===== config.mk =====
export PLATFORM = sky130hd
export DESIGN_NAME = factorial_sched_flat
export DESIGN_NICKNAME = d
export VERILOG_FILES = /design/src/rtl/factorial_pkg.sv /design/src/rtl/factorial_sched_if.sv /design/src/rtl/factorial_sched_rr_pick.sv /design/src/rtl/factorial_sched.sv /design/src/flat_wrapper.sv
export SDC_FILE = /design/constraint.sdc
export NUM_CORES = 1
export LEC_CHECK = 0
export ABC_AREA = 1
export CAP_MARGIN = 5
export CORE_MARGIN = 3
export CORE_UTILIZATION = 35
export CTS_BUF_LIST = sky130_fd_sc_hd__clkbuf_16
export DETAILED_ROUTE_END_ITERATION = 10
export HOLD_SLACK_MARGIN = 0.1
export PLACE_DENSITY = 0.69
export SLEW_MARGIN = 20
export SYNTH_ARGS = -nofsm -noshare
export SYNTH_HDL_FRONTEND = slang
export SYNTH_SLANG_ARGS = --single-unit

===== constraint.sdc =====
create_clock -name clk -period 9.7 [get_ports clk]
set_input_delay 2.425 -clock clk [delete_from_list [all_inputs] [get_ports clk]]
set_output_delay 2.425 -clock clk [all_outputs]
set_load 0.01 [all_outputs]

===== src/rtl/factorial_pkg.sv =====
// Shared constants, error codes and FSM encoding for the factorial scheduler.
package factorial_pkg;

    localparam int MAX_N_32 = 12;   // 12! is the largest factorial that fits 32 bits
    localparam int FACT_TMO = 20;

    localparam logic [1:0] ERR_OK    = 2'd0;
    localparam logic [1:0] ERR_RANGE = 2'd1;
    localparam logic [1:0] ERR_TMO   = 2'd2;

    typedef enum logic [1:0] {
        IDLE,
        LAUNCH,
        WAIT,
        RESP
    } state_t;

endpackage


===== src/rtl/factorial_sched_if.sv =====
// Client-side request/response bus of the factorial scheduler.
interface factorial_sched_if #(
    parameter int NUM_REQ = 4,
    parameter int IN_W    = 8,
    parameter int RES_W   = 32
);
    // Requests: a requester holds req_valid/req_in until it sees its one-hot req_ready
    // strobe. Responses: rsp_* is stable while rsp_valid=1 and retires on rsp_valid & rsp_ready.
    logic [NUM_REQ-1:0]      req_valid;
    logic [NUM_REQ*IN_W-1:0] req_in;
    logic [NUM_REQ-1:0]      req_ready;
    logic                    rsp_valid;
    logic                    rsp_ready;
    logic [2:0]              rsp_id;
    logic [RES_W-1:0]        rsp_result;
    logic [1:0]              rsp_err;

    modport master (
        output req_valid, req_in, rsp_ready,
        input  req_ready, rsp_valid, rsp_id, rsp_result, rsp_err
    );

    modport slave (
        input  req_valid, req_in, rsp_ready,
        output req_ready, rsp_valid, rsp_id, rsp_result, rsp_err
    );
endinterface


===== src/rtl/factorial_sched_rr_pick.sv =====
// Combinational round-robin picker: rotate by ptr, take lowest set bit, rotate back.
module factorial_sched_rr_pick #(
    parameter int NUM_REQ = 4
) (
    input  logic [NUM_REQ-1:0] req,
    input  logic [2:0]         ptr,
    output logic [NUM_REQ-1:0] gnt,
    output logic [2:0]         idx,
    output logic               any
);
    localparam logic [3:0] N4 = 4'(NUM_REQ);

    logic [NUM_REQ-1:0] rot;
    logic [2:0]         k;
    logic [3:0]         sum;

    always_comb begin
        rot = NUM_REQ'({req, req} >> ptr);
        k   = 3'd0;
        for (int i = NUM_REQ - 1; i >= 0; i--) begin
            if (rot[i]) k = 3'(i);
        end
        sum = {1'b0, k} + {1'b0, ptr};
        if (sum >= N4) sum = sum - N4;
        idx = sum[2:0];
        any = |req;
        gnt = '0;
        for (int i = 0; i < NUM_REQ; i++) begin
            gnt[i] = any && (idx == 3'(i));
        end
    end
endmodule


===== src/rtl/factorial_sched.sv =====
// Round-robin scheduler sharing one multi-cycle factorial engine among NUM_REQ clients.
module factorial_sched
    import factorial_pkg::*;
#(
    parameter int NUM_REQ = 4,
    parameter int IN_W    = 8,
    parameter int RES_W   = 32,
    parameter int MAX_N   = MAX_N_32,
    parameter int TMO     = FACT_TMO
) (
    input  logic             clk,
    input  logic             rst,
    factorial_sched_if.slave bus,
    output logic             eng_start,
    output logic [IN_W-1:0]  eng_in,
    input  logic             eng_done,
    input  logic [RES_W-1:0] eng_result,
    output logic             busy,
    output state_t           dbg_state
);
    localparam int              CW       = $clog2(TMO + 1);
    localparam logic [CW-1:0]   TMO_LAST = CW'(TMO - 1);
    localparam logic [IN_W-1:0] MAX_OP   = IN_W'(MAX_N);
    localparam logic [3:0]      N4       = 4'(NUM_REQ);

    state_t             state, state_n;
    logic [2:0]         rr_ptr, ptr_nxt, gidx, id_q;
    logic [NUM_REQ-1:0] gnt;
    logic               any_req, grant, op_bad;
    logic [IN_W-1:0]    op_sel, op_q;
    logic [RES_W-1:0]   res_q;
    logic [1:0]         err_q;
    logic [CW-1:0]      cnt;
    logic [3:0]         ptr_sum;

    factorial_sched_rr_pick #(.NUM_REQ(NUM_REQ)) u_pick (
        .req (bus.req_valid),
        .ptr (rr_ptr),
        .gnt (gnt),
        .idx (gidx),
        .any (any_req)
    );

    always_comb begin
        op_sel = '0;
        for (int i = 0; i < NUM_REQ; i++) begin
            if (gnt[i]) op_sel = bus.req_in[i*IN_W +: IN_W];
        end
        op_bad  = op_sel > MAX_OP;
        ptr_sum = {1'b0, gidx} + 4'd1;
        ptr_nxt = (ptr_sum >= N4) ? 3'd0 : ptr_sum[2:0];
    end

    // Grants are suppressed while reset is held so req_ready reads 0 during reset.
    assign grant = rst && (state == IDLE) && any_req;

    always_comb begin
        state_n       = state;
        bus.req_ready = '0;
        eng_start     = 1'b0;
        bus.rsp_valid = 1'b0;
        busy          = (state != IDLE);
        case (state)
            IDLE: begin
                if (grant) begin
                    bus.req_ready = gnt;
                    state_n       = op_bad ? RESP : LAUNCH;
                end
            end
            LAUNCH: begin
                eng_start = 1'b1;
                state_n   = WAIT;
            end
            WAIT: begin
                if (eng_done || cnt == TMO_LAST) state_n = RESP;
            end
            RESP: begin
                bus.rsp_valid = 1'b1;
                if (bus.rsp_ready) state_n = IDLE;
            end
            default: state_n = IDLE;
        endcase
    end

    always_ff @(posedge clk) begin
        if (!rst) begin
            state  <= IDLE;
            rr_ptr <= 3'd0;
            op_q   <= '0;
            id_q   <= 3'd0;
            res_q  <= '0;
            err_q  <= ERR_OK;
            cnt    <= '0;
        end else begin
            state <= state_n;
            case (state)
                IDLE: begin
                    if (grant) begin
                        rr_ptr <= ptr_nxt;
                        id_q   <= gidx;
                        res_q  <= '0;
                        err_q  <= op_bad ? ERR_RANGE : ERR_OK;
                        // Out-of-range operands never reach the engine's input.
                        if (!op_bad) op_q <= op_sel;
                    end
                end
                LAUNCH: cnt <= '0;
                WAIT: begin
                    if (eng_done) begin
                        res_q <= eng_result;
                        err_q <= ERR_OK;
                    end else if (cnt == TMO_LAST) begin
                        res_q <= '0;
                        err_q <= ERR_TMO;
                    end else begin
                        cnt <= cnt + 1'b1;
                    end
                end
                default: ;
            endcase
        end
    end

    assign eng_in         = op_q;
    assign bus.rsp_id     = id_q;
    assign bus.rsp_result = res_q;
    assign bus.rsp_err    = err_q;
    assign dbg_state      = state;
endmodule

===== src/flat_wrapper.sv =====
// flat-port wrapper written by rule: the top's interface ports become plain ports
module factorial_sched_flat import factorial_pkg::*;
#(
    parameter int NUM_REQ = 4,
    parameter int IN_W    = 8,
    parameter int RES_W   = 32,
    parameter int MAX_N   = MAX_N_32,
    parameter int TMO     = FACT_TMO
)
  (clk, rst, eng_start, eng_in, eng_done, eng_result, busy, dbg_state, bus_req_valid, bus_req_in, bus_rsp_ready, bus_req_ready, bus_rsp_valid, bus_rsp_id, bus_rsp_result, bus_rsp_err);
  factorial_sched_if #(.NUM_REQ(NUM_REQ), .IN_W(IN_W), .RES_W(RES_W)) bus_i ();
  input  logic clk;
  input  logic rst;
  output logic eng_start;
  output logic [IN_W-1:0] eng_in;
  input  logic eng_done;
  input  logic [RES_W-1:0] eng_result;
  output logic busy;
  output state_t dbg_state;
  input wire logic [$bits(bus_i.req_valid)-1:0] bus_req_valid;
  input wire logic [$bits(bus_i.req_in)-1:0] bus_req_in;
  input wire logic [$bits(bus_i.rsp_ready)-1:0] bus_rsp_ready;
  output wire logic [$bits(bus_i.req_ready)-1:0] bus_req_ready;
  output wire logic [$bits(bus_i.rsp_valid)-1:0] bus_rsp_valid;
  output wire logic [$bits(bus_i.rsp_id)-1:0] bus_rsp_id;
  output wire logic [$bits(bus_i.rsp_result)-1:0] bus_rsp_result;
  output wire logic [$bits(bus_i.rsp_err)-1:0] bus_rsp_err;
  assign bus_i.req_valid = bus_req_valid;
  assign bus_i.req_in = bus_req_in;
  assign bus_i.rsp_ready = bus_rsp_ready;
  assign bus_req_ready = bus_i.req_ready;
  assign bus_rsp_valid = bus_i.rsp_valid;
  assign bus_rsp_id = bus_i.rsp_id;
  assign bus_rsp_result = bus_i.rsp_result;
  assign bus_rsp_err = bus_i.rsp_err;
  factorial_sched #(.NUM_REQ(NUM_REQ), .IN_W(IN_W), .RES_W(RES_W), .MAX_N(MAX_N), .TMO(TMO)) u_core (.clk(clk), .rst(rst), .bus(bus_i), .eng_start(eng_start), .eng_in(eng_in), .eng_done(eng_done), .eng_result(eng_result), .busy(busy), .dbg_state(dbg_state));
endmodule

==> results of run 1 <==
-- per-layer routing --
metal	track usage, %	share of wire [%]	vias up
li1	-	-	1601
met1	21.1	44	1359
met2	30.2	50	83
met3	2.79	3.6	14
met4	6.82	2.9	0
met5	0	0	-
-- synth_stat cells, types with 2 or more instances --
master,instances,share of area (%)
sky130_fd_sc_hd__nand4_1,14,3.0
sky130_fd_sc_hd__inv_1,47,6.0
sky130_fd_sc_hd__ha_1,12,5.1
sky130_fd_sc_hd__nand2_1,93,12
sky130_fd_sc_hd__o21ai_1,2,0.34
sky130_fd_sc_hd__dfxtp_1,55,37
sky130_fd_sc_hd__nor2_1,41,5.2
sky130_fd_sc_hd__nand2_4,2,0.76
sky130_fd_sc_hd__nand2_2,4,0.85
sky130_fd_sc_hd__o21ai_0,17,2.9
sky130_fd_sc_hd__nand3_4,2,1.2
sky130_fd_sc_hd__inv_2,2,0.25
sky130_fd_sc_hd__buf_2,4,0.68
sky130_fd_sc_hd__o211ai_1,2,0.51
sky130_fd_sc_hd__nor3_1,5,0.85
sky130_fd_sc_hd__or2_2,4,0.85
sky130_fd_sc_hd__nand3_1,42,7.1
sky130_fd_sc_hd__clkbuf_1,10,1.3
sky130_fd_sc_hd__nor2_4,2,0.76
sky130_fd_sc_hd__a21oi_1,44,7.4
sky130_fd_sc_hd__buf_6,4,1.5
sky130_fd_sc_hd__nor2_2,3,0.63
-- state kept, by name, indices dropped and copies added, names as in the netlist --
register	cells
u_core.bus.rsp_err	2
u_core.rr_ptr	3
u_core.eng_in	8
u_core.cnt	5
u_core.bus.rsp_id	3
u_core.bus.rsp_result	32
u_core.dbg_state	2
-- cell families (layout without fill, tap and decap cells) --
logic type / Yosys count / in the layout
buffers and inverters: 70 / 185
adders and majority gates: 13 / 13
and+or+nand+nor: 215 / 215
DFF: 55 / 55
xor gates and xnor gates: 1 / 1
AOI/OAI and AO/OA: 70 / 70
-- final cells by class --
cell class,instances,area [sq um]
Sequential cell,55,1100
Fill cell,767,3560
Tap cell,102,128
Multi-Input combinational cell,299,1550
Clock buffer,5,125
Clock inverter,3,42.5
Inverter,51,195
Timing Repair Buffer,126,1260
-- worst min-delay path, cell delays in order, from the launching register on --
cell	delay (ns)
sky130_fd_sc_hd__dfxtp_1	0.31
sky130_fd_sc_hd__nand2_1	0.06
sky130_fd_sc_hd__nor2_1	0.03
-- how the worst max path moves through the flow --
stage,from,to,cells after the start
2_1_floorplan,bus_req_valid[3],bus_req_ready[3],18
3_3_place_gp,bus_req_valid[3],bus_req_ready[1],16
3_5_place_dp,bus_req_valid[3],bus_req_ready[1],16
4_1_cts,bus_req_valid[3],bus_req_ready[1],16
5_1_grt,bus_req_valid[3],bus_req_ready[1],16
6_report,bus_req_valid[3],bus_req_ready[1],16
-- power by group through the flow --
stage | registers, mW | clock network (mW) | logic, mW
final | 0.283 | 0.205 | 0.799
after global routing | 0.287 | 0.220 | 0.924
after floorplan | 0.297 | 0 | 0.596
after global placement | 0.287 | 0 | 0.794
after CTS | 0.283 | 0.209 | 0.809
after detailed placement | 0.288 | 0 | 0.805
-- placed cells by master, fill, tap and decap left out, types with 2 or more instances in the layout --
cell type                         netlist  layout
sky130_fd_sc_hd__nand3_1               42      42
sky130_fd_sc_hd__nor2_4                 2       2
sky130_fd_sc_hd__o21ai_0               17      17
sky130_fd_sc_hd__nand4_1               14      14
sky130_fd_sc_hd__clkbuf_16              0       5
sky130_fd_sc_hd__nand2_4                2       2
sky130_fd_sc_hd__nand2_1               93      93
sky130_fd_sc_hd__nor2_2                 3       3
sky130_fd_sc_hd__nand2_2                4       4
sky130_fd_sc_hd__clkdlybuf4s50_1        0     125
sky130_fd_sc_hd__inv_2                  2       2
sky130_fd_sc_hd__a21oi_1               44      44
sky130_fd_sc_hd__nor2_1                41      41
sky130_fd_sc_hd__dfxtp_1               55      55
sky130_fd_sc_hd__o21ai_1                2       2
sky130_fd_sc_hd__nor3_1                 5       5
sky130_fd_sc_hd__nand3_4                2       2
sky130_fd_sc_hd__inv_1                 47      48
sky130_fd_sc_hd__o211ai_1               2       2
sky130_fd_sc_hd__or2_2                  4       4
sky130_fd_sc_hd__ha_1                  12      12
==> metrics.yaml, run 1 <==
status:
  status: "finished clean"
die:
  core_region_area_sq_um: 7970
  top_level_ports: 126
  initial_cell_density_of_the_core_pct: 37.2
  row_count: 32
  die_width_microns: 98.0
  die_height_microns: 98.0
  fp.dieArea_sq_um: 9600
clock_tree:
  cts.root.buffer_cell: "sky130_fd_sc_hd__clkbuf_16"
  tritoncts.num_buffers: 5
  cts.path.max_buffers: 2
  tritoncts: "built"
  number_of_levels_in_the_clock_h_tree: 2
  cts.repair_timing.setup_buffer_count: 0
  cts_resized: 0
  worst_setup_hold_path_clk_slew_ns: 0.07
  numClockSinks: 55
  cts_hold_buf: 0
  clk_latency_ns: 0.29
hold_path:
  hold-path-cell-count: 2
  hold_path_end: "u_core.eng_in[5]"
  hp-start: "u_core.eng_in[5]"
  timing.hold.worst.class: "reg2reg"
setup_path:
  cpLargestDelayFamily: "buffers and inverters"
  rr_startpoint: "u_core.rr_ptr[0]"
  critPathMostFrequentCell: "sky130_fd_sc_hd__inv_1"
  cp.required_ns: 7.28
  critical_path.slowest_cell: "sky130_fd_sc_hd__clkdlybuf4s50_1"
  reg2reg_depth: 21
  cp-end-kind: "output pin"
  reg2reg_setup_slack_ns: 6.00
  worstReg2RegEnd: "u_core.eng_in[2]"
  critical_setup_path_kind: "in2out"
  crit_path_max_fanout: 10
  crit_path_max_incr_delay_ns: 0.54
  worstPathCellList: "clkdlybuf4s50_1, inv_1, nand2_1, o21ai_0, or2_2, o21ai_0, inv_1, a21oi_1, nor2_1, ha_1, fa_1, inv_1, ha_1, nand2_1, nor2_1, clkdlybuf4s50_1"
  critical_path_arrival_ns: 5.84
  start_kind: "input port"
  critical_path_buf_inv_count: 5
place:
  area_after_dpl_sq_um: 4240
  port_buffer_cells: 125
  dpl.cell_count: 633
  gp_congestion: 0.853
  hpwl_mm: 6.10
  worst_setup_slack_after_placement_ns: 1.44
yosys:
  synth_cells: 424
  yosys_warnings: 0
  yosys_most_used_dff: "sky130_fd_sc_hd__dfxtp_1"
  postSynth.asyncResetShare_pct: 0
  post_synth_and_or_nand_nor_area_fraction_pct: 34.1
  yosys.area_share.adder_pct: 5.75
  dominant_combinational_cell_family_by_area_after_synthesis: "simple AND/OR/NAND/NOR gates"
  synth_area_sq_um: 2960
  synth_sequential_area_ratio_pct: 37.2
  synth-compound-area-share_pct: 12.4
  synthXorXnorAreaFrac_pct: 0.296
  syn-num-nets: 509
  ys_ff_latch: 55
  ys_types: 35
  synth.mux.area_fraction_pct: 0
  synth_enable_flop_cells: 0
  syn_area_per_cell_sq_um: 6.98
pwr:
  power.share.switching_pct: 46.5
  vdd_ir_drop_max_uv: 133
  cell_internal_pwr_uw: 689
  power.density_nw_per_um2: 292
  power.total_mw: 1.29
  power.clock.fraction_pct: 15.9
  share_seq_of_total_power_pct: 22.0
  net-switching-power_uw: 598
  leakage_nw: 1.84
  comb_power_share_pct: 62.1
timing:
  final.setup.worst_slack_ns: 1.44
  max_slew.worst_pin.slew_ns: 0.961
  max_slew_vio_count: 0
  layout_min_cycle_time_ns: 8.26
  max_slew_margin_pct: 35.8
  hold_viol: 0
  fin_worst_skew_ns: 0.00802
  setup_repair_after_global_routing_missed_its_margin: "no"
  final.period_utilization_pct: 85.2
  final.hold.worst_slack_ns: 0.440
  achievable-frequency_ghz: 0.121
  totalNegativeSetupSlack_ns: 0
  setup_viol: 0
global_routing:
  first_global_vias: 2999
  wire_length_of_the_first_global_routing_pass_mm: 13.8
  overflow_left_after_global_routing: 0
  grt_util_all_layers_pct: 17.3
  antenna_found_initial: 0
  largest_net_degree_at_the_start_of_global_routing: 42
detailed_routing:
  drt_drc_violations_left: 0
  avgViaCountPerCell: 4.77
  detailedRoute.firstIterationViolations: 116
  route.vias.total: 3057
  wl_per_cell_microns: 12.8
  routed_wirelength_mm: 8.19
  firstDrtPassIters: 4
  final_antenna_net_count: 0
flow_run:
  max_cap_violations: 0
cells_and_area:
  antennaDiodeCount: 0
  finalNetCount: 623
  final_layout_size_suffix_gt1_share_pct: 5.75
  layout-area-overhead-vs-synth_pct: 48.8
  final_instance_count_without_filler_cells: 641
  layout.cell_area.non_filler_sq_um: 4400
  post-route-util_pct: 55.3
Note: power is estimated with default switching activity, not from simulation.
==> run 2, diff against run 1 <==
--- a/config.mk
+++ b/config.mk
@@ -7,12 +7,14 @@
 export LEC_CHECK = 0
 export ABC_AREA = 1
 export CAP_MARGIN = 5
+export CORE_ASPECT_RATIO = 2
 export CORE_MARGIN = 3
 export CORE_UTILIZATION = 35
 export CTS_BUF_LIST = sky130_fd_sc_hd__clkbuf_16
 export DETAILED_ROUTE_END_ITERATION = 10
+export GPL_TIMING_DRIVEN = 0
 export HOLD_SLACK_MARGIN = 0.1
-export PLACE_DENSITY = 0.69
+export PLACE_DENSITY = 0.72
 export SLEW_MARGIN = 20
 export SYNTH_ARGS = -nofsm -noshare
 export SYNTH_HDL_FRONTEND = slang
==> constraint.sdc (replaced) <==
create_clock -name clk -period 6.8 [get_ports clk]
set_input_delay 1.7 -clock clk [delete_from_list [all_inputs] [get_ports clk]]
set_output_delay 1.7 -clock clk [all_outputs]
set_load 0.01 [all_outputs]
==> metrics.yaml, run 2 (synthesis results as in run 1) <==
status:
  status: "finished clean"
clock_tree:
  cts.root.buffer_cell: "sky130_fd_sc_hd__clkbuf_16"
  cts.path.max_buffers: 2  # unchanged
  number_of_levels_in_the_clock_h_tree: 2  # unchanged
  tritoncts: "built"
  numClockSinks: 55  # unchanged
  clk_latency_ns: 0.29  # about the same
  worst_setup_hold_path_clk_slew_ns: 0.08  # about the same
  cts.repair_timing.setup_buffer_count: 0  # unchanged
  tritoncts.num_buffers: 5  # unchanged
cells_and_area:
  post-route-util_pct: 56.4  # +1.1 points
  commonest_non_fill_non_tap_cell_in_the_layout: "sky130_fd_sc_hd__clkdlybuf4s50_1"
  layout-area-overhead-vs-synth_pct: 53.4
  layout.cells.most_common_list: "sky130_fd_sc_hd__clkdlybuf4s50_1 (123), sky130_fd_sc_hd__nand2_1 (92), sky130_fd_sc_hd__dfxtp_1 (55)"
  layout.cell_area.non_filler_sq_um: 4540  # +3.1%
  final_layout_size_suffix_gt1_share_pct: 8.09  # +2.3 points
  finalNetCount: 640  # +2.7%
  final_instance_count_without_filler_cells: 652  # +1.7%
  antennaDiodeCount: 0  # unchanged
  max_reg_flops: 32  # unchanged
die:
  row_count: 46  # +44%
  die_width_microns: 71.0  # -27%
  die_height_microns: 136  # +39%
  initial_cell_density_of_the_core_pct: 36.7  # -0.42 points
  core_region_area_sq_um: 8060  # +1.1%
  fp.dieArea_sq_um: 9660  # +0.70%
  top_level_ports: 126  # unchanged
place:
  area_after_dpl_sq_um: 4330  # +2.2%
  hpwl_mm: 7.32  # +20%
  gp_congestion: 1.03  # +20%
  port_buffer_cells: 125  # unchanged
  dpl.cell_count: 645  # +1.9%
timing:
  max_slew.worst_pin.slew_ns: 0.526  # -0.435 ns
  setup_repair_after_global_routing_missed_its_margin: "no"
  totalNegativeSetupSlack_ns: 0  # unchanged
  max_slew_margin_pct: 64.9  # +29 points
  hold_viol: 0  # unchanged
  final.period_utilization_pct: 97.0
  layout_min_cycle_time_ns: 6.60
  setup_viol: 0  # unchanged
  achievable-frequency_ghz: 0.152
  fin_worst_skew_ns: 0.0115  # +0.00350 ns
  max_slew_vio_count: 0  # unchanged
setup_path:
  critical_setup_path_kind: "in2out"
  cpLargestDelayFamily: "buffers and inverters"
  reg2reg_setup_slack_ns: 3.20  # -2.80 ns
  crit_path_max_incr_delay_ns: 0.54  # about the same
  reg2reg_depth: 22  # +4.8%
  worstReg2RegEnd: "u_core.eng_in[3]"
  critical_path_arrival_ns: 4.90  # -0.94 ns
  worstPathCellList: "clkdlybuf4s50_1, inv_1, nand2_1, o21ai_0, or2_2, o21ai_0, inv_1, a21oi_1, nor2_1, ha_1, fa_2, inv_2, ha_1, buf_4, nand2_2, nor2_1, clkdlybuf4s50_1"
  cp.required_ns: 5.10  # -2.18 ns
  critical_path.slowest_cell: "sky130_fd_sc_hd__clkdlybuf4s50_1"
  start_kind: "input port"
  rr_startpoint: "u_core.rr_ptr[0]"
  critical_path_buf_inv_count: 6  # +1
  crit_path_max_fanout: 10  # unchanged
  cp-end-kind: "output pin"
detailed_routing:
  firstDrtPassIters: 4  # unchanged
  wl_per_cell_microns: 13.8  # +8.3%
  final_antenna_net_count: 0  # unchanged
  detailedRoute.firstIterationViolations: 103  # -11%
  drt_drc_violations_left: 0  # unchanged
  avgViaCountPerCell: 4.90  # +2.7%
  route.vias.total: 3193  # +4.4%
  routed_wirelength_mm: 9.02  # +10%
global_routing:
  largest_net_degree_at_the_start_of_global_routing: 19  # -55%
  overflow_left_after_global_routing: 0  # unchanged
  grt_util_all_layers_pct: 18.8  # +1.6 points
  wire_length_of_the_first_global_routing_pass_mm: 14.8  # +7.0%
  antenna_found_initial: 0  # unchanged
  first_global_vias: 3283  # +9.5%
hold_path:
  hp-start: "u_core.eng_in[4]"
  timing.hold.worst.class: "reg2reg"
  hold_path_end: "u_core.eng_in[4]"
  hold-path-cell-count: 2  # unchanged
pwr:
  power.density_nw_per_um2: 438  # +50%
  leakage_nw: 1.92  # +4.6%
  power.total_mw: 1.99  # +55%
  vdd_ir_drop_max_uv: 203  # +53%
flow_run:
  max_cap_violations: 0  # unchanged
==> run 2: metal layers <==
metal	part of all wire (%)	GRT usage [%]	vias up	wire (microns)
li1	-	-	1633	-
met4	4.1	9.73	0	370
met1	36	18.2	1420	3260
met5	0	0	-	0
met2	54	36.7	118	4840
met3	6.1	3.33	22	551
==> run 2: through the flow <==
step                hold WS, ns  setup slack (ns)
floorplan                 0.448              1.13
global placement          0.433           -0.0355
detailed placement        0.440            -0.121
CTS                       0.453            0.0156
global route              0.470            0.0207
finish                    0.449             0.203
==> run 2: how the worst max path moves through the flow <==
stage                                 from          endpoint  slack, ns  cells past startpoint
after floorplan           bus_req_valid[3]  bus_req_ready[3]       1.13                     18
after global placement    bus_req_valid[3]  bus_req_ready[3]      -0.04                     20
after detailed placement  bus_req_valid[3]  bus_req_ready[3]      -0.12                     20
after CTS                 bus_req_valid[3]  bus_req_ready[1]       0.02                     17
after global routing      bus_req_valid[3]  bus_req_ready[1]       0.02                     17
final                     bus_req_valid[3]  bus_req_ready[1]       0.20                     17
==> run 2: cell type report <==
class                      instances  area, sq um
fill                             763         3520
multi-input combinational        299         1580
timing repair buffer             125         1260
sequential                        55         1100
inverter                          51          195
clock buffer                       5          125
tap                               96          120
buffer                            18          114
clock inverter                     3         46.3
==> run 2: what timing repair did <==
action                     in CTS  in global routing
setup endpoints to repair       1                  4
hold buffers                    0                  0
gates resized for setup         2                 12
==> run 2: worst reg2reg max path: stages, from the launching register on <==
cell	delay (ns)
sky130_fd_sc_hd__dfxtp_1	0.45
sky130_fd_sc_hd__o21ai_0	0.14
sky130_fd_sc_hd__or2_2	0.28
sky130_fd_sc_hd__o21ai_0	0.10
sky130_fd_sc_hd__inv_1	0.06
sky130_fd_sc_hd__a21oi_1	0.15
sky130_fd_sc_hd__nor2_1	0.07
sky130_fd_sc_hd__ha_1	0.22
sky130_fd_sc_hd__fa_2	0.57
sky130_fd_sc_hd__inv_2	0.07
sky130_fd_sc_hd__ha_1	0.17
sky130_fd_sc_hd__buf_4	0.17
sky130_fd_sc_hd__nand4_1	0.11
sky130_fd_sc_hd__nand2_1	0.09
sky130_fd_sc_hd__nor2_1	0.16
sky130_fd_sc_hd__nor2_1	0.06
sky130_fd_sc_hd__nor2_1	0.14
sky130_fd_sc_hd__nand2_1	0.08
sky130_fd_sc_hd__nand2_2	0.12
sky130_fd_sc_hd__nand3_4	0.13
sky130_fd_sc_hd__inv_1	0.10
sky130_fd_sc_hd__nand2_1	0.05
sky130_fd_sc_hd__nand2_1	0.06
==> run 2: report_power, final <==
part	total, mW	leakage [nW]	switching (mW)	internal (mW)
combinational	1.29	1.39	0.791	0.500
clock	0.294	0.0804	0.119	0.175
sequential	0.405	0.445	0.0359	0.369
total	1.99	1.92	0.946	1.04
==> run 3, diff against run 2 <==
--- a/config.mk
+++ b/config.mk
@@ -5,16 +5,16 @@
 export SDC_FILE = /design/constraint.sdc
 export NUM_CORES = 1
 export LEC_CHECK = 0
-export ABC_AREA = 1
 export CAP_MARGIN = 5
 export CORE_ASPECT_RATIO = 2
 export CORE_MARGIN = 3
 export CORE_UTILIZATION = 35
 export CTS_BUF_LIST = sky130_fd_sc_hd__clkbuf_16
+export CTS_CLUSTER_DIAMETER = 100
 export DETAILED_ROUTE_END_ITERATION = 10
 export GPL_TIMING_DRIVEN = 0
 export HOLD_SLACK_MARGIN = 0.1
-export PLACE_DENSITY = 0.72
+export PLACE_DENSITY = 0.7
 export SLEW_MARGIN = 20
 export SYNTH_ARGS = -nofsm -noshare
 export SYNTH_HDL_FRONTEND = slang
==> constraint.sdc (replaced) <==
create_clock -name clk -period 8.25 [get_ports clk]
set_input_delay 2.0625 -clock clk [delete_from_list [all_inputs] [get_ports clk]]
set_output_delay 2.0625 -clock clk [all_outputs]
set_load 0.01 [all_outputs]
==> metrics.yaml, run 3 <==
timing:
  totalNegativeSetupSlack_ns: 0  # unchanged
  setup_viol: 0  # unchanged
  max_slew.worst_pin.slew_ns: 0.827  # +0.301 ns
  final.hold.worst_slack_ns: 0.450  # +0.00114 ns
  max_slew_vio_count: 0  # unchanged
  final.setup.worst_slack_ns: 0.895  # +0.692 ns
  final.period_utilization_pct: 89.2
  fin_worst_skew_ns: 0.00508  # -0.00644 ns
  layout_min_cycle_time_ns: 7.36
  achievable-frequency_ghz: 0.136
  max_slew_margin_pct: 44.4  # -21 points
  hold_viol: 0  # unchanged
  setup_repair_after_global_routing_missed_its_margin: "no"
cells_and_area:
  commonest_non_fill_non_tap_cell_in_the_layout: "sky130_fd_sc_hd__clkdlybuf4s50_1"
  max_reg_flops: 32  # unchanged
  layout.area.seq_sq_um: 1100  # unchanged
  finalNetCount: 548  # -14%
  total_area_of_multi_input_combinational_cells_sq_um: 1570  # -0.71%
  layout.cells.most_common_list: "sky130_fd_sc_hd__clkdlybuf4s50_1 (124), sky130_fd_sc_hd__nand2_1 (58), sky130_fd_sc_hd__dfxtp_1 (55)"
  layout-area-overhead-vs-synth_pct: 54.0
  antennaDiodeCount: 0  # unchanged
  final_layout_size_suffix_gt1_share_pct: 6.68  # -1.4 points
  filler_cell_count: 727  # -4.7%
  final_instance_count_without_filler_cells: 558  # -14%
flow_run:
  max_cap_violations: 0  # unchanged
setup_path:
  critical_setup_path_kind: "in2out"
  critPathLaunch: "bus_req_valid[0]"
  cp-end-kind: "output pin"
  critical_path_arrival_ns: 5.29  # +0.39 ns
  start_kind: "input port"
  cp.required_ns: 6.19  # +1.09 ns
  crit_path_max_fanout: 9  # -1
  rr_startpoint: "u_core.rr_ptr[0]"
global_routing:
  antenna_found_initial: 0  # unchanged
  wire_length_of_the_first_global_routing_pass_mm: 13.1  # -11%
  overflow_left_after_global_routing: 0  # unchanged
  largest_net_degree_at_the_start_of_global_routing: 17  # -2
  grt_util_all_layers_pct: 17.6  # -1.3 points
  first_global_vias: 2801  # -15%
place:
  hpwl_mm: 6.63  # -9.4%
  dpl.cell_count: 550  # -15%
  port_buffer_cells: 124  # -0.80%
  worst_setup_slack_after_placement_ns: 0.905  # +1.03 ns
  gp_congestion: 0.854  # -17%
die:
  die_width_microns: 69.5  # -2.2%
  fp.dieArea_sq_um: 9240  # -4.4%
  top_level_ports: 126  # unchanged
  die_height_microns: 133  # -2.3%
  core_region_area_sq_um: 7710  # -4.3%
  row_count: 45  # -2.2%
  initial_cell_density_of_the_core_pct: 36.6  # -0.16 points
yosys:
  synth.top_cells.by_area: "sky130_fd_sc_hd__dfxtp_1 (39%), sky130_fd_sc_hd__nand2_1 (7.7%), sky130_fd_sc_hd__a21boi_0 (6.1%)"
  synth_common_cells: "sky130_fd_sc_hd__nand2_1 (58), sky130_fd_sc_hd__dfxtp_1 (55), sky130_fd_sc_hd__nand3_1 (34), sky130_fd_sc_hd__a21boi_0 (23), sky130_fd_sc_hd__a21boi_1 (15)"
  syn_area_per_cell_sq_um: 8.50  # +22%
  yosys_warnings: 0  # unchanged
  ys_ff_latch: 55  # unchanged
  ys_types: 56  # +60%
  synth_enable_flop_cells: 0  # unchanged
  yosysTopAreaCellShare_pct: 39.0  # +1.8 points
  postSynth.asyncResetShare_pct: 0  # unchanged
  synth_cells: 332  # -22%
  post-synth-top-area-cell: "sky130_fd_sc_hd__dfxtp_1"
  syn-num-nets: 417  # -18%
  synth_sequential_area_ratio_pct: 39.0  # +1.8 points
  synth_area_sq_um: 2820  # -4.7%
  synthMostInstantiatedCell: "sky130_fd_sc_hd__nand2_1"
  yosys_most_used_dff: "sky130_fd_sc_hd__dfxtp_1"
clock_tree:
  cts.repair_timing.setup_buffer_count: 0  # unchanged
  worst_setup_hold_path_clk_slew_ns: 0.06  # -0.02 ns
  number_of_levels_in_the_clock_h_tree: 2  # unchanged
  cts_hold_buf: 0  # unchanged
  numClockSinks: 55  # unchanged
  cts.path.max_buffers: 2  # unchanged
  cts.root.buffer_cell: "sky130_fd_sc_hd__clkbuf_16"
  tritoncts.num_buffers: 5  # unchanged
  tritoncts: "built"
  cts_resized: 0  # -2
  clk_latency_ns: 0.29  # about the same
hold_path:
  timing.hold.worst.class: "reg2reg"
  hp-start: "u_core.bus.rsp_result[9]"
status:
  status: "finished clean"
detailed_routing:
  detailedRoute.firstIterationViolations: 75  # -27%
  firstDrtPassIters: 4  # unchanged
  avgViaCountPerCell: 5.06  # +3.4%
  final_antenna_net_count: 0  # unchanged
  routed_wirelength_mm: 8.11  # -10%
  drt_drc_violations_left: 0  # unchanged
  wl_per_cell_microns: 14.5  # +5.0%
  route.vias.total: 2825  # -12%
pwr:
  leakage_nw: 1.59  # -17%
  power.total_mw: 1.21  # -39%
  vdd_ir_drop_max_uv: 217  # +6.8%
  power.density_nw_per_um2: 279  # -36%
[run 3: critical path, stage by stage]
cell and delay [ns]:
sky130_fd_sc_hd__clkdlybuf4s50_1 0.57, sky130_fd_sc_hd__nor3_1 0.07, sky130_fd_sc_hd__a31oi_1 0.21, sky130_fd_sc_hd__nor2_1 0.06, sky130_fd_sc_hd__o21ai_0 0.13, sky130_fd_sc_hd__o21ai_0 0.12, sky130_fd_sc_hd__ha_1 0.24, sky130_fd_sc_hd__fa_1 0.36
sky130_fd_sc_hd__nand2_1 0.16, sky130_fd_sc_hd__nor2_2 0.11, sky130_fd_sc_hd__inv_2 0.14, sky130_fd_sc_hd__ha_1 0.15, sky130_fd_sc_hd__buf_2 0.22, sky130_fd_sc_hd__and2_1 0.16, sky130_fd_sc_hd__clkdlybuf4s50_1 0.53
[run 3: layout make-up]
type | instances | area share [%]
clock buffer | 5 | 2.88
clock inverter | 3 | 0.893
tap | 94 | 2.71
sequential | 55 | 25.3
multi-input combinational | 246 | 36.2
timing repair buffer | 124 | 28.6
buffer | 21 | 2.53
inverter | 10 | 0.864
[run 3: worst paths after layout]
path,cells past startpoint,slack (ns),to
setup reg to reg,19,4.19,u_core.eng_in[1]
setup / recovery,15,0.89,bus_req_ready[3]
hold / removal,2,0.45,u_core.bus.rsp_result[9]
hold reg to reg,2,0.45,u_core.bus.rsp_result[9]
[run 3: cells by family after synthesis]
group	Yosys count	synth area share, %
AND/OR/NAND/NOR	143	25.4
flip-flops	55	39.0
XOR/XNOR	3	0.931
adder cells (fa/ha/maj)	13	6.03
buffers and inverters	31	5.23
AO/OA/AOI/OAI	78	19.9
multiplexers	9	3.50
[run 3: stage by stage]
stage | util (%) | cell area (sq um)
floorplan | - | 2820
global placement | 54.2 | 4180
detailed placement | 54.2 | 4180
CTS | 56.3 | 4340
global route | 56.3 | 4340
finish | 56.3 | 4340
[run 3: report_power, final]
part	internal, mW	switching, mW	total (mW)
combinational	0.308	0.346	0.654
sequential	0.298	0.0230	0.321
clock	0.142	0.0937	0.235
[run 3: routing by layer]
| layer | track usage (%) | share of wire, % | up-vias |
|---|---|---|---|
| met4 | 8.70 | 3.4 | 0 |
| met5 | 0 | 0 | - |
| met3 | 2.89 | 4.8 | 16 |
| met1 | 16.5 | 36 | 1282 |
| met2 | 35.0 | 56 | 104 |
| li1 | - | - | 1423 |
